[src/rtl/mips_run_ctrl.sv]
`default_nettype none
// ============================================================================
//  Module   : mips_run_ctrl
//  Purpose  : Execution controller for the pipelined MIPS core. Gates the
//             global pipeline enable from the board run switch, and sequences
//             free-run, single-step, breakpoint pause and syscall halt. It also
//             keeps the cycle and retired-instruction counters and registers
//             the value shown on the LEDs.
//  Options  : RUN_CTRL_BP_EN - when defined, the PC breakpoint comparator and
//             its resume-skip flag are built. When undefined, bp_en and
//             bp_addr are accepted but have no effect.
//  Revision : 1.0 - initial release
// ============================================================================
module mips_run_ctrl #(
  parameter int DATA_WIDTH   = 32,
  parameter int IM_BUS_WIDTH = 10,
  parameter int CNT_WIDTH    = 32
) (
  input  logic                    raw_clk,
  input  logic                    raw_rst,
  input  logic                    raw_en,
  input  logic                    step,
  input  logic                    halt_req,
  input  logic                    retire,
  input  logic [IM_BUS_WIDTH-1:0] pc,
  input  logic                    bp_en,
  input  logic [IM_BUS_WIDTH-1:0] bp_addr,
  input  logic                    show_req,
  input  logic [DATA_WIDTH-1:0]   show_data,
  input  logic [1:0]              led_sel,
  output logic                    core_en,
  output logic [1:0]              state,
  output logic [CNT_WIDTH-1:0]    cycle_cnt,
  output logic [CNT_WIDTH-1:0]    retire_cnt,
  output logic [DATA_WIDTH-1:0]   led_data
);

  localparam logic [1:0] ST_IDLE = 2'b00;
  localparam logic [1:0] ST_RUN  = 2'b01;
  localparam logic [1:0] ST_STEP = 2'b10;
  localparam logic [1:0] ST_HALT = 2'b11;

  logic [1:0]            state_q, state_d;
  logic                  raw_en_q;
  logic                  en_rise;
  logic                  bp_hit;
  logic [CNT_WIDTH-1:0]  cycle_q, cycle_d;
  logic [CNT_WIDTH-1:0]  retire_q, retire_d;
  logic [DATA_WIDTH-1:0] disp_q, disp_d;
  logic [DATA_WIDTH-1:0] led_q, led_d;
  logic [DATA_WIDTH-1:0] pc_ext;

  assign en_rise = raw_en & ~raw_en_q;

  // The pipeline runs in RUN unless parked on a breakpoint, and for the single STEP cycle.
  assign core_en = ((state_q == ST_RUN) & ~bp_hit) | (state_q == ST_STEP);

`ifdef RUN_CTRL_BP_EN
  logic skip_q, skip_d;

  // The first cycle after entering RUN/STEP ignores the breakpoint, so a resume
  // can move off the address it stopped on.
  assign bp_hit = (state_q == ST_RUN) & bp_en & (pc == bp_addr) & ~skip_q;

  // Skip is raised on each entry into RUN or STEP and lasts one cycle.
  always_comb begin
    skip_d = (state_d != state_q) & ((state_d == ST_RUN) | (state_d == ST_STEP));
  end

  // Skip flag register.
  always_ff @(posedge raw_clk or posedge raw_rst) begin
    if (raw_rst) skip_q <= 1'b0;
    else         skip_q <= skip_d;
  end
`else
  logic bp_unused;
  assign bp_hit    = 1'b0;
  assign bp_unused = ^{bp_en, bp_addr};
`endif

  // Controller next state. halt_req only counts while the core is enabled.
  always_comb begin
    state_d = state_q;
    case (state_q)
      ST_IDLE: begin
        if (en_rise)   state_d = ST_RUN;
        else if (step) state_d = ST_STEP;
      end
      ST_RUN: begin
        if (halt_req & core_en) state_d = ST_HALT;
        else if (bp_hit)        state_d = ST_IDLE;
        else if (!raw_en)       state_d = ST_IDLE;
      end
      ST_STEP: begin
        if (halt_req) state_d = ST_HALT;
        else          state_d = ST_IDLE;
      end
      default: state_d = ST_HALT;
    endcase
  end

  generate
    if (DATA_WIDTH >= IM_BUS_WIDTH) begin : g_pc_pad
      // Zero-extend the PC into the display width.
      always_comb begin
        pc_ext = '0;
        pc_ext[IM_BUS_WIDTH-1:0] = pc;
      end
    end else begin : g_pc_trunc
      assign pc_ext = pc[DATA_WIDTH-1:0];
    end
  endgenerate

  // Counters, the display latch and the LED source mux. Counters wrap naturally.
  always_comb begin
    cycle_d  = cycle_q;
    retire_d = retire_q;
    disp_d   = disp_q;
    if (core_en) begin
      cycle_d = cycle_q + CNT_WIDTH'(1);
      if (retire)   retire_d = retire_q + CNT_WIDTH'(1);
      if (show_req) disp_d   = show_data;
    end
    case (led_sel)
      2'b00:   led_d = disp_q;
      2'b01:   led_d = cycle_q[DATA_WIDTH-1:0];
      2'b10:   led_d = retire_q[DATA_WIDTH-1:0];
      default: led_d = pc_ext;
    endcase
  end

  // All controller state, cleared asynchronously by raw_rst.
  always_ff @(posedge raw_clk or posedge raw_rst) begin
    if (raw_rst) begin
      state_q  <= ST_IDLE;
      raw_en_q <= 1'b0;
      cycle_q  <= '0;
      retire_q <= '0;
      disp_q   <= '0;
      led_q    <= '0;
    end else begin
      state_q  <= state_d;
      raw_en_q <= raw_en;
      cycle_q  <= cycle_d;
      retire_q <= retire_d;
      disp_q   <= disp_d;
      led_q    <= led_d;
    end
  end

  assign state      = state_q;
  assign cycle_cnt  = cycle_q;
  assign retire_cnt = retire_q;
  assign led_data   = led_q;

endmodule
`default_nettype wire

[config.mk]
export PLATFORM = sky130hd
export DESIGN_NAME = mips_run_ctrl
export DESIGN_NICKNAME = d
export VERILOG_FILES = /design/src/rtl/mips_run_ctrl.sv
export SDC_FILE = /design/constraint.sdc
export NUM_CORES = 1
export LEC_CHECK = 0
export ABC_CLOCK_PERIOD_IN_PS = 5600
export CORE_ASPECT_RATIO = 0.7
export CORE_MARGIN = 2
export CORE_UTILIZATION = 48
export DETAILED_ROUTE_END_ITERATION = 8
export PLACE_DENSITY_LB_ADDON = 0.3
export SLEW_MARGIN = 0
export SYNTH_ARGS = -nofsm -noshare
export SYNTH_HDL_FRONTEND = slang
export SYNTH_SLANG_ARGS = --single-unit
[constraint.sdc]
create_clock -name raw_clk -period 5.6 [get_ports raw_clk]
set_input_delay 1.68 -clock raw_clk [delete_from_list [all_inputs] [get_ports raw_clk]]
set_output_delay 1.68 -clock raw_clk [all_outputs]
set_load 0.02 [all_outputs]
==> run_results.csv <==
group,metric,value,unit
timing,fin_ws,1710,ps
power,clockPowerShare,31.4,%
route,vias_per_cell,5.38,
critical_path,crit_type,"flop to primary output",
critical_path,cp_cell_sequence,"inv_1 -> ha_1 -> clkdlybuf4s50_1",
critical_path,cp-start-kind,"flop",
clock_network,postCtsHoldBufs,0,
clock_network,ctsRootBufferMaster,"clkbuf_16",
synthesis,yosysSeqAreaShare,56.1,%
power,vdd_drop_max,0.000311,V
power,p_leak,0.00350,uW
die,die_area,13100,um2
die,core,11800,um2
synthesis,synthCells,461,
die,initial_core_util,49.5,%
status,outcome,"finished clean",
synthesis,synthSimpleGateAreaFrac,14.1,%
synthesis,synth_compound_area_share,2.31,%
critical_path,cp_num_buf_inv,2,
synthesis,synthDistinctLibCells,35,
clock_network,ctsResizeCount,0,
critical_path,cp_max_fo,15,
placed_design,place_ws,1790,ps
synthesis,synth_adder_area_share,1.28,%
timing,rsz0062_at_grt,"false",
clock_network,h-tree-depth,4,
global_route,antenna_found_initial,0,
layout,layout_commonest_cell,"clkdlybuf4s50_1",
power,p_int,2370,uW
layout,final_nets,682,
die,die_h,96.3,um
run,drv_cap,0,
route,drt_iter0_drc,279,
clock_network,cts.reportedPaths.clkPinSlew,50,ps
clock_network,cts_tree,"yes",
critical_path,endpoint_kind,"primary output",
clock_network,clkLatencyLatePin,400,ps
timing,worstMarginPinSlew,1150,ps
min_path,hp-class,"flop to flop",
global_route,grt_usage,23.3,%
placed_design,gp_congestion,0.803,
route,drt_drc_violations_left,0,
synthesis,synth_top_family_by_area,"multiplexers",
die,io_pins,161,
placed_design,placement.io_buffers,149,
timing,report.final.slew_viol_count,0,
critical_path,slowest_delay,700,ps
power,power.density,419,nW/um2
layout,layout-drive-gt1-share,14.3,%
clock_network,cts_buffer_depth,2,
route,first_pass_iters,5,
clock_network,clock-sinks,131,
timing,holdWs,503,ps
power,switching_share,29.5,%
die,num_rows,33,
route,ant_nets,0,
timing,min_period,3890,ps
synthesis,synthTopCellsByArea,"dfrtp_1 (56%), mux2_2 (6.9%), xnor2_1 (6.0%)",
clock_network,post_cts_buffers,0,
global_route,grt_pass1_vias,4333,
timing,fmax,0.257,GHz
critical_path,critPathSlowestCell,"clkdlybuf4s50_1",
power,power_frac_seq,40.0,%
global_route,grt_max_degree,110,
route,wirelength,14.4,mm
power,power_frac_comb,28.6,%
timing,relSlewSlack,22.9,%
synthesis,synth_mux_area_share,14.6,%
placed_design,dpl.hpwl,9.90,mm
timing,hold_violations,0,
synthesis,synth-xor-area-share,9.29,%
critical_path,required,3920,ps
layout,diodes,0,
synthesis,synthesis.area,5840,um2
global_route,grt_pass1_wl,22.8,mm
critical_path,worstPathArrival,2210,ps
layout,syn2layout_area_growth,37.2,%
die,die_w,136,um
synthesis,synth_seq_cells,131,
synthesis,yosysTopAreaCell,"dfrtp_1",
synthesis,synth_nets,529,
critical_path,crit_family,"buffers and inverters",
synthesis,synth_warnings,0,
layout,most-common-layout-cells,"clkdlybuf4s50_1 (148), dfrtp_1 (131), nand2_1 (49), xnor2_1 (40), mux2_2 (36)",
route,via_count,4202,
timing,setup_violations,0,
route,wl_per_cell,18.4,um
timing,fin_crit_sh,69.5,%
power,switchingPower,991,uW
timing,fin_tns_setup,0,ps
clock_network,numCtsBuffers,17,
global_route,overflow,0,
synthesis,synth_top_area_share,56.1,%
synthesis,syn_avg_cell_area,12.7,um2
timing,fin_skew,5.78,ps
==> Yosys cell counts <==
master and n:
a21o_1 1, nand4_4 2, or3_1 3, o21ai_0 23
o21a_1 1, mux2i_1 22, mux2_2 36, buf_8 1
nor3_1 12, or2_2 1, nor4b_2 2, nand2_1 49
and3_1 4, nand2b_1 1, and2_1 1, inv_1 10
nand3_1 20, ha_1 6, mux4_1 1, xnor2_1 40
nor2b_1 1, a21oi_1 1, and4_1 4, dfrtp_1 131
buf_1 4, nand4_1 19, nor4_1 3, xor2_1 22
buf_6 2, nor4_4 4, buf_2 3, clkbuf_1 8
mux4_2 9, nor4_2 3, nor2_1 11
==> power groups by stage <==
stage                     Combinational (uW)  Clock [uW]  Sequential [uW]
after floorplan                          494           0             1430
after global placement                   939           0             1340
after detailed placement                 971           0             1360
after CTS                                975        1070             1350
after global routing                    1040        1110             1380
final                                    962        1050             1350
==> state kept, by name, indices dropped and copies added (netlist names) <==
register	flops
cycle_cnt	32
disp_q	32
led_data	32
raw_en_q	1
retire_cnt	32
state	2
==> logic make-up after synthesis <==
| group | Yosys count |
|---|---|
| AOI/OAI and AO/OA | 26 |
| xor gates and xnor gates | 62 |
| adders and majority gates | 6 |
| buffers and inverters | 28 |
| DFF | 131 |
| muxes | 68 |
| and+or+nand+nor | 140 |
==> final timing paths <==
path | start | end | slack (ps) | cells after the start
min in group asynchronous | raw_rst | led_data[31] | 1880 | 2
min reg2reg | disp_q[12] | disp_q[12] | 500 | 1
max | state[0] | core_en | 1710 | 3
max reg2reg | state[0] | retire_cnt[30] | 2780 | 6
max in group asynchronous | raw_rst | cycle_cnt[26] | 2830 | 3
min | disp_q[12] | disp_q[12] | 500 | 1
==> per-stage QoR <==
step	instances	area (um2)	total power, uW	utilization (%)
global placement	752	7460	2280	63.2
CTS	781	8020	3390	67.9
detailed placement	752	7460	2330	63.2
global route	781	8020	3530	67.9
finish	781	8020	3360	67.9
floorplan	461	5840	1930	-
==> layout make-up <==
class | instances | area, um2
fillers | 851 | 3790
clock inverters | 6 | 80.1
repair buffers | 152 | 1510
inverters | 10 | 42.5
well taps | 157 | 196
flip-flops and latches | 131 | 3280
clock buffers | 23 | 478
multi-input cells | 302 | 2430
==> routing by layer <==
layer | vias to the layer above | track usage [%] | wire length, um
met5 | - | 0 | 0
met4 | 0 | 8.42 | 183
met3 | 20 | 5.74 | 856
met2 | 134 | 36.0 | 6550
met1 | 2114 | 32.2 | 6770
li1 | 1934 | - | -
(Power assumes the default switching activity.)
